`src/rtl/scan_master.sv`:
```
// -----------------------------------------------------------------------------
// scan_master
//
// Drives a chip scan chain through one transaction:
//   optional CAPTURE bit period -> N SHIFT bit periods -> UPDATE strobe -> DONE.
// Each bit period is S0 (1 cycle, new scan_in) / S1 (H cycles, phi) /
// S2 (1 cycle gap) / S3 (H cycles, phi_bar), so the two shift phases never
// overlap.
//
// Optional feature macro: SCAN_MASTER_READBACK_EN
//   defined   : CAPTURE period and read_data sampling of scan_out are built in.
//   undefined : capture and read_data are tied low and scan_out is ignored.
//
// Every output is a flop. Each output flop is loaded from the next-state
// decode, so it lines up cycle-for-cycle with the FSM state it represents.
// -----------------------------------------------------------------------------
module scan_master #(
    parameter int REGISTER_LENGTH = 30,
    parameter int HALF_CYCLES     = 2
) (
    input  logic                       ref_clk,
    input  logic                       reset_bar,
    input  logic                       start,
    input  logic [REGISTER_LENGTH-1:0] write_data,
    output logic                       busy,
    output logic                       done,
    output logic [REGISTER_LENGTH-1:0] read_data,
    output logic                       scan_in,
    output logic                       phi,
    output logic                       phi_bar,
    output logic                       capture,
    output logic                       update,
    input  logic                       scan_out
);

    localparam int N     = REGISTER_LENGTH;
    localparam int BIT_W = $clog2(N) + 1;

    // Terminal counts: last S1/S3/UPDATE hold cycle and index of the last bit.
    localparam logic [3:0]       LAST_HOLD = 4'(HALF_CYCLES - 1);
    localparam logic [BIT_W-1:0] LAST_BIT  = BIT_W'(N - 1);

    typedef enum logic [2:0] {
        ST_IDLE,
        ST_CAPTURE,
        ST_SHIFT,
        ST_UPDATE,
        ST_DONE
    } state_e;

    // Position inside a bit period. UPDATE reuses S1 (strobe) and S2 (gap).
    typedef enum logic [1:0] {
        PH_S0,
        PH_S1,
        PH_S2,
        PH_S3
    } phase_e;

`ifdef SCAN_MASTER_READBACK_EN
    localparam state_e FIRST_STATE = ST_CAPTURE;
`else
    localparam state_e FIRST_STATE = ST_SHIFT;
`endif

    state_e             state_q, state_d;
    phase_e             phase_q, phase_d;
    logic [3:0]         hold_q,  hold_d;
    logic [BIT_W-1:0]   bit_q,   bit_d;
    logic [N-1:0]       sr_q,    sr_d;

    logic               busy_q,    busy_d;
    logic               done_q,    done_d;
    logic               scan_in_q, scan_in_d;
    logic               phi_q,     phi_d;
    logic               phi_bar_q, phi_bar_d;
    logic               update_q,  update_d;

    // Next-state sequencing: state, phase, hold/bit counters and outgoing data.
    always_comb begin
        // NOTE: every signal written here gets a default first; a path that
        // leaves one unassigned would infer a latch instead of logic.
        state_d   = state_q;
        phase_d   = phase_q;
        hold_d    = hold_q;
        bit_d     = bit_q;
        sr_d      = sr_q;
        scan_in_d = scan_in_q;

        case (state_q)
            ST_IDLE: begin
                if (start) begin
                    state_d = FIRST_STATE;
                    phase_d = PH_S0;
                    hold_d  = '0;
                    bit_d   = '0;
`ifdef SCAN_MASTER_READBACK_EN
                    // Capture period drives a quiet 0 into the chain.
                    sr_d      = write_data;
                    scan_in_d = 1'b0;
`else
                    // Straight into bit 0: present the MSB now.
                    sr_d      = {write_data[N-2:0], 1'b0};
                    scan_in_d = write_data[N-1];
`endif
                end
            end

            ST_CAPTURE, ST_SHIFT: begin
                case (phase_q)
                    PH_S0: begin
                        phase_d = PH_S1;
                        hold_d  = '0;
                    end
                    PH_S1: begin
                        if (hold_q == LAST_HOLD) begin
                            phase_d = PH_S2;
                            hold_d  = '0;
                        end else begin
                            hold_d = hold_q + 4'd1;
                        end
                    end
                    PH_S2: begin
                        phase_d = PH_S3;
                        hold_d  = '0;
                    end
                    PH_S3: begin
                        if (hold_q != LAST_HOLD) begin
                            hold_d = hold_q + 4'd1;
                        end else if (state_q == ST_SHIFT && bit_q == LAST_BIT) begin
                            // Last bit shifted: strobe the update latch.
                            state_d = ST_UPDATE;
                            phase_d = PH_S1;
                            hold_d  = '0;
                        end else begin
                            // Next bit period; scan_in only ever moves here.
                            if (state_q == ST_SHIFT) begin
                                bit_d = bit_q + 1'b1;
                            end
                            state_d   = ST_SHIFT;
                            phase_d   = PH_S0;
                            hold_d    = '0;
                            scan_in_d = sr_q[N-1];
                            sr_d      = {sr_q[N-2:0], 1'b0};
                        end
                    end
                    default: phase_d = PH_S0;
                endcase
            end

            ST_UPDATE: begin
                if (phase_q == PH_S1) begin
                    if (hold_q == LAST_HOLD) begin
                        phase_d = PH_S2;
                        hold_d  = '0;
                    end else begin
                        hold_d = hold_q + 4'd1;
                    end
                end else begin
                    // Single gap cycle after the strobe.
                    state_d = ST_DONE;
                    phase_d = PH_S0;
                    hold_d  = '0;
                end
            end

            ST_DONE: begin
                // start is deliberately not looked at here.
                state_d = ST_IDLE;
                phase_d = PH_S0;
            end

            default: begin
                state_d = ST_IDLE;
                phase_d = PH_S0;
            end
        endcase
    end

    // Output decode from the next state, so the registered outputs track it.
    always_comb begin
        busy_d    = (state_d == ST_CAPTURE) || (state_d == ST_SHIFT) ||
                    (state_d == ST_UPDATE);
        done_d    = (state_d == ST_DONE);
        phi_d     = ((state_d == ST_CAPTURE) || (state_d == ST_SHIFT)) &&
                    (phase_d == PH_S1);
        phi_bar_d = ((state_d == ST_CAPTURE) || (state_d == ST_SHIFT)) &&
                    (phase_d == PH_S3);
        update_d  = (state_d == ST_UPDATE) && (phase_d == PH_S1);
    end

    // State, counters, shift register and output flops.
    always_ff @(posedge ref_clk or negedge reset_bar) begin
        if (!reset_bar) begin
            state_q   <= ST_IDLE;
            phase_q   <= PH_S0;
            hold_q    <= '0;
            bit_q     <= '0;
            // NOTE: the shift register is an ordinary flop bank, not a memory,
            // so it is cleared with everything else.
            sr_q      <= '0;
            busy_q    <= 1'b0;
            done_q    <= 1'b0;
            scan_in_q <= 1'b0;
            phi_q     <= 1'b0;
            phi_bar_q <= 1'b0;
            update_q  <= 1'b0;
        end else begin
            // NOTE: non-blocking assignments so every flop samples the
            // pre-edge value of every other flop.
            state_q   <= state_d;
            phase_q   <= phase_d;
            hold_q    <= hold_d;
            bit_q     <= bit_d;
            sr_q      <= sr_d;
            busy_q    <= busy_d;
            done_q    <= done_d;
            scan_in_q <= scan_in_d;
            phi_q     <= phi_d;
            phi_bar_q <= phi_bar_d;
            update_q  <= update_d;
        end
    end

    assign busy    = busy_q;
    assign done    = done_q;
    assign scan_in = scan_in_q;
    assign phi     = phi_q;
    assign phi_bar = phi_bar_q;
    assign update  = update_q;

`ifdef SCAN_MASTER_READBACK_EN
    logic         capture_q,   capture_d;
    logic [N-1:0] read_data_q, read_data_d;

    // Capture enable and MSB-first collection of scan_out at the end of S0.
    always_comb begin
        capture_d   = (state_d == ST_CAPTURE);
        read_data_d = read_data_q;
        if (state_q == ST_SHIFT && phase_q == PH_S0) begin
            read_data_d = {read_data_q[N-2:0], scan_out};
        end
    end

    // Readback flops; read_data holds from DONE until the next transaction.
    always_ff @(posedge ref_clk or negedge reset_bar) begin
        if (!reset_bar) begin
            capture_q   <= 1'b0;
            read_data_q <= '0;
        end else begin
            capture_q   <= capture_d;
            read_data_q <= read_data_d;
        end
    end

    assign capture   = capture_q;
    assign read_data = read_data_q;
`else
    // Readback not built: chain return data is not used.
    logic unused_scan_out;
    assign unused_scan_out = scan_out;
    assign capture         = 1'b0;
    assign read_data       = '0;
`endif

endmodule

```
`config.mk`:
```
export PLATFORM = sky130hd
export DESIGN_NAME = scan_master
export DESIGN_NICKNAME = d
export VERILOG_FILES = /design/src/rtl/scan_master.sv
export SDC_FILE = /design/constraint.sdc
export NUM_CORES = 1
export LEC_CHECK = 0
export CAP_MARGIN = 0
export CORE_ASPECT_RATIO = 1.25
export CORE_MARGIN = 2
export CORE_UTILIZATION = 40
export CTS_CLUSTER_DIAMETER = 30
export DETAILED_ROUTE_END_ITERATION = 8
export GPL_TIMING_DRIVEN = 0
export HOLD_SLACK_MARGIN = 0.15
export PLACE_DENSITY = 0.65
export SKIP_LAST_GASP = 1
export SYNTH_ARGS = -nofsm -noshare
export SYNTH_HDL_FRONTEND = slang
export SYNTH_SLANG_ARGS = --single-unit
```
`constraint.sdc`:
```
create_clock -name ref_clk -period 2.2 [get_ports ref_clk]
set_clock_uncertainty 0.1 [all_clocks]
set_input_delay 0.44 -clock ref_clk [delete_from_list [all_inputs] [get_ports ref_clk]]
set_output_delay 0.44 -clock ref_clk [all_outputs]
set_load 0.05 [all_outputs]
```
==> flow_summary.toml, run 1 <==
[logic_synthesis]
synth_common_cells = "dfrtp_1 (50), nand2_1 (41), buf_4 (33)"
synth.largest_area_cell = "dfrtp_1"
synth_top_area_frac = 0.457
syn_area_um2 = 2740
yosys.cell_count.top_type = "dfrtp_1"
yosysWarnings = 0
seq_area_frac_synth = 0.457
synthTopCellsByArea = "dfrtp_1 (46%), mux2i_1 (11%), buf_4 (9.0%)"
synth_edf_count = 0
netlist-cell-type-count = 43
syn_inst = 280
asyncSetResetFlopFracSynth = 1.00
syn_avg_cell_area_um2 = 9.79
yosys_register_bits = 50
ys.flop_type = "dfrtp_1"

[global_routing]
gr-usage-all-layers = 0.152
grt_overflow_total = 0
grt_start_max_net_pins = 27
antenna_found_initial = 0
grt_pass1_vias = 2112
grt_pass1_wl_um = 9320

[critical_path]
critPathSlowestCell = "or4_1"
path_cells = "inv_1 > ha_1 > nor3b_4 > o21a_1 > o211ai_4 > or4_1 > a21oi_1"
r2r-start = "hold_q[1]"
required_ns = 2.33
cpPeakStageDelay_ns = 0.48
path_max_fanout = 5
r2r_setup_slack_ns = 0.12
worst_ep_arrival_time_ns = 2.21
reg2reg_to = "bit_q[5]"
critPathLaunchType = "flop"
rr_worst_depth = 7
crit_type = "flop to flop"
crit_path_end_kind = "flop"

[placement]
gp_congestion = 0.884
place_hpwl_um = 4030
dpl_cell_area_um2 = 3360
dp.cells = 436
io_buffer_count = 38

[sta]
slew-limit-headroom = 0.510
clock.fmax_mhz = 482
slew_viol_final = 0
worst_pin_slew_ns = 0.733
hold_viol = 0
rsz0062_at_grt = "no"
setup_viol = 0
fin_crit_sh = 0.944
layout_min_cycle_time_ns = 2.08
finalSetupTns_ns = 0

[pwr]
ir_drop_mv = 0.283
power_density_nw_per_um2 = 491
p_leak_nw = 1.52

[floorplan]
die_y_um = 96.5
start_util = 0.415
die_w_um = 78.0
core_area_um2 = 6610
die_area_um2 = 7530
num_rows = 33
io_pins = 71

[clocking]
root_buffer = "clkbuf_8"
cts_buffers = 5
path_clk_slew_ns = 0.09
cts_buffer_depth = 2
clock_sinks = 50
htreeDepth = 2
cts_tree = "done"
clk_latency_ns = 0.30

[hold_path]
min_to = "sr_q[16]"
whs_path_depth = 2
worstHoldStart = "sr_q[16]"
hold_path.class = "flop to flop"

[routing]
firstDrtPassIters = 4
vias_per_cell = 4.63
vias = 2060
drc = 0
drtAntennaViolNets = 0
wl_um = 5330
wl_per_cell_um = 12.0
drt_iter0_drc = 115

[finish]
syn2layout_area_growth_pct = 26.5
design_area_um2 = 3470
final_cells = 445
nets = 395
drive_above_1_share = 0.165
n_antenna_cell = 0
fin_util = 0.525

[outcome]
status = "completed"

[run]
max_cap_violations = 0
## per-layer routing
metal  part of all wire  GRT usage  vias to the layer above
met2               0.51      0.285                       46
met3              0.044     0.0279                        7
met5                  0          0                        -
met4              0.012     0.0365                        0
met1               0.44      0.181                      954
li1                   -          -                     1053
## how the worst max path moves through the flow
stage,startpoint,endpoint,slack (ns),cells past startpoint
3_5_place_dp,start,bit_q[5],-0.23,6
2_1_floorplan,hold_q[1],bit_q[5],0.31,7
4_1_cts,hold_q[1],bit_q[3],0.06,8
5_1_grt,hold_q[1],bit_q[5],0.02,7
3_3_place_gp,reset_bar,sr_q[18],-0.90,1
6_report,hold_q[1],bit_q[5],0.12,7
## final cells by class
cell class                 instances  area [um^2]
buffer                            46          333
clock buffer                       5         68.8
clock inverter                     3         21.3
fill                             643         3140
inverter                           4         15.0
multi-input combinational        210         1260
sequential                        50         1250
tap                               87          109
timing repair buffer              40          408
## where the power goes
group / internal, mW / switching [mW]
clock network: 0.224 / 0.316
registers: 0.919 / 0.000407
logic: 0.0927 / 0.150
total: 1.24 / 0.467
## cell usage in the layout (no fill, tap or decap), drive strengths merged, types with 9 or more instances in the layout
cell / count
mux2i: 29
nand2: 41
clkdlybuf4s50: 36
o21ai: 40
nor2: 10
clkbuf: 9
dfrtp: 50
a21oi: 10
conb: 31
buf: 44
## worst max-delay path, delay by kind of cell, from the launching register on
family | cells | cell delay (ns)
adder cells (fa/ha/maj) | 1 | 0.17
flip-flops | 1 | 0.40
buffers and inverters | 1 | 0.08
AO/OA/AOI/OAI | 3 | 0.46
AND/OR/NAND/NOR | 2 | 0.79
## cells by family after synthesis
kind of cell,after synthesis,synth area share
fa+ha+maj,4,0.0183
other cells,1,0.00137
xor+xnor,1,0.00594
flops,50,0.457
simple gates,81,0.150
buf+inv,50,0.127
compound gates,64,0.135
mux,29,0.106
## what timing repair did
| action | in CTS | in global routing |
|---|---|---|
| gates resized for setup | 0 | 2 |
| setup buffers | 0 | 0 |
| setup endpoints to repair | 0 | 3 |
| endpoints found under the hold margin | 25 | 0 |
| hold buffers | 1 | 0 |
## registers in the layout, summed over array words and instances (netlist names)
| name | flops |
|---|---|
| hold_q | 4 |
| phase_q | 2 |
| busy | 1 |
| phi_bar | 1 |
| state_q | 3 |
| done | 1 |
| bit_q | 6 |
| scan_in | 1 |
| sr_q | 29 |
| phi | 1 |
| update | 1 |
## through the flow
stage	hold WS, ns	setup slack (ns)	power, mW
6_report	0.386	0.124	1.70
3_5_place_dp	0.371	-0.235	1.18
3_3_place_gp	0.361	-0.900	1.18
4_1_cts	0.394	0.0568	1.73
5_1_grt	0.427	0.0183	1.78
2_1_floorplan	0.0444	0.315	1.10
No activity file was read; power rests on OpenSTA's default activity.
==> run 2: changes to the inputs <==
--- a/config.mk
+++ b/config.mk
@@ -8,12 +8,12 @@
 export CAP_MARGIN = 0
 export CORE_ASPECT_RATIO = 1.25
 export CORE_MARGIN = 2
-export CORE_UTILIZATION = 40
+export CORE_UTILIZATION = 49
 export CTS_CLUSTER_DIAMETER = 30
 export DETAILED_ROUTE_END_ITERATION = 8
 export GPL_TIMING_DRIVEN = 0
 export HOLD_SLACK_MARGIN = 0.15
-export PLACE_DENSITY = 0.65
+export PLACE_DENSITY = 0.77
 export SKIP_LAST_GASP = 1
 export SYNTH_ARGS = -nofsm -noshare
 export SYNTH_HDL_FRONTEND = slang
==> run 2 against run 1 <==
Via count up 4.3%. Hold slack improved by 0.0027 ns. Total power about the same. Register-to-register slack is essentially flat. Count of clock-buffer cells in the layout is the same. Sequential power about the same. Sequential cell count unchanged. Critical path type is now input port to flop.
==> flow_summary.toml, run 2 (same netlist as run 1, synthesis figures left out) <==
[routing]
wl_per_cell_um = 12.7
vias = 2149
drtAntennaViolNets = 0
firstDrtPassIters = 4
wl_um = 5370
drt_iter0_drc = 127
drc = 0
vias_per_cell = 5.09

[sta]
layout_min_cycle_time_ns = 2.11
setup_ws_ns = 0.0937
slew_viol_final = 0
clock.fmax_mhz = 475
fin_crit_sh = 0.957
setup_viol = 0
slew-limit-headroom = 0.485
finalSetupTns_ns = 0
rsz0062_at_grt = "no"
worst_pin_slew_ns = 0.771
hold_viol = 0

[placement]
gp_congestion = 0.855
place_hpwl_um = 3980
dpl_cell_area_um2 = 3330
io_buffer_count = 38
dp.cells = 413
post-place-ws_ns = -0.200

[global_routing]
grt_start_max_net_pins = 33
grt_overflow_total = 0
grt_pass1_vias = 2066
antenna_found_initial = 0
grt_pass1_wl_um = 9130
gr-usage-all-layers = 0.180

[clocking]
cts_tree = "done"
clock_sinks = 50
cts_buffer_depth = 2
post_cts.repair.setup_buffers = 0
cts_buffers = 5
htreeDepth = 2
path_clk_slew_ns = 0.10
clk_latency_ns = 0.31
root_buffer = "clkbuf_8"

[critical_path]
crit_path_end_kind = "flop"
worst_ep_arrival_time_ns = 2.23
critPathLaunchType = "input port"
startpoint = "start"
path_max_fanout = 10
critPathSlowestCell = "clkdlybuf4s50_1"
path_cells = "clkdlybuf4s50_1 > or3b_1 > nand3_2 > o211ai_4 > buf_6 > or3_1 > a21oi_1"
cpPeakStageDelay_ns = 0.53
r2r-start = "hold_q[1]"
crit_type = "input port to flop"
required_ns = 2.33

[finish]
final_common_cell = "dfrtp_1"
design_area_um2 = 3430
regMostFlops = "sr_q"
top_regs = "sr_q x29, bit_q x6, hold_q x4"
fillers = 483
drive_above_1_share = 0.165
largest_register_ffs = 29
seq_area_um2 = 1250
final_cells = 422
layout_common_cells = "dfrtp_1 (50), nand2_1 (41), clkdlybuf4s50_1 (37), buf_4 (33), conb_1 (31)"
multi_input_area_um2 = 1260
nets = 395
n_antenna_cell = 0
syn2layout_area_growth_pct = 25.3

[floorplan]
io_pins = 71
start_util = 0.507
die_w_um = 70.9
die_area_um2 = 6210
core_area_um2 = 5410
die_y_um = 87.6
num_rows = 30

[run]
max_cap_violations = 0

[pwr]
ir_drop_mv = 0.302
p_leak_nw = 1.51
power_density_nw_per_um2 = 496

[hold_path]
worstHoldStart = "sr_q[8]"
hold_path.class = "flop to flop"

[outcome]
status = "completed"
[run 2: path summary, 6_finish.rpt]
check | end | cells past startpoint | slack [ns]
worst min register to register | sr_q[8] | 2 | 0.39
worst max-delay path | bit_q[3] | 7 | 0.09
min in group asynchronous | sr_q[3] | 2 | 0.51
worst max register to register | bit_q[3] | 8 | 0.11
worst min-delay path | sr_q[8] | 2 | 0.39
max in group asynchronous | sr_q[13] | 3 | 0.98
[run 2: per-layer routing]
metal	part of all wire	global-route usage	vias up	wire length [um]
met2	0.51	0.324	53	2760
met4	0.015	0.0617	0	81
met3	0.047	0.0334	8	254
met1	0.42	0.218	1029	2280
met5	0	0	-	0
li1	-	-	1059	-
[run 2: critical path, delay by kind of cell]
family / cells / cell delay (ns)
AO/OA/AOI/OAI: 2 / 0.26
buffers and inverters: 2 / 0.68
AND/OR/NAND/NOR: 3 / 0.85
[run 2: what timing repair did]
| item | CTS | global route |
|---|---|---|
| endpoints found under the hold margin | 18 | 0 |
| setup endpoints to repair | 0 | 2 |
| hold buffers | 1 | 0 |
| resized for setup | 0 | 1 |
[run 2: stage by stage]
stage	utilization	hold slack [ns]	power (mW)
final	0.635	0.389	1.70
after global routing	0.635	0.409	1.77
after CTS	0.634	0.391	1.72
after detailed placement	0.616	0.317	1.18
after global placement	0.613	0.361	1.18
after floorplan	-	0.0444	1.10
[run 2: cell type report]
class	instances	share of cell area
multi-input cells	210	0.367
flip-flops and latches	50	0.364
repair buffers	40	0.118
plain buffers	46	0.0969
well taps	64	0.0233
clock buffers	5	0.0200
clock inverters	3	0.00619
inverters	4	0.00437
[run 2: where the power goes]
group	total, mW	switching, mW	internal, mW
Clock	0.540	0.316	0.224
Combinational	0.243	0.150	0.0930
Sequential	0.920	0.000560	0.919
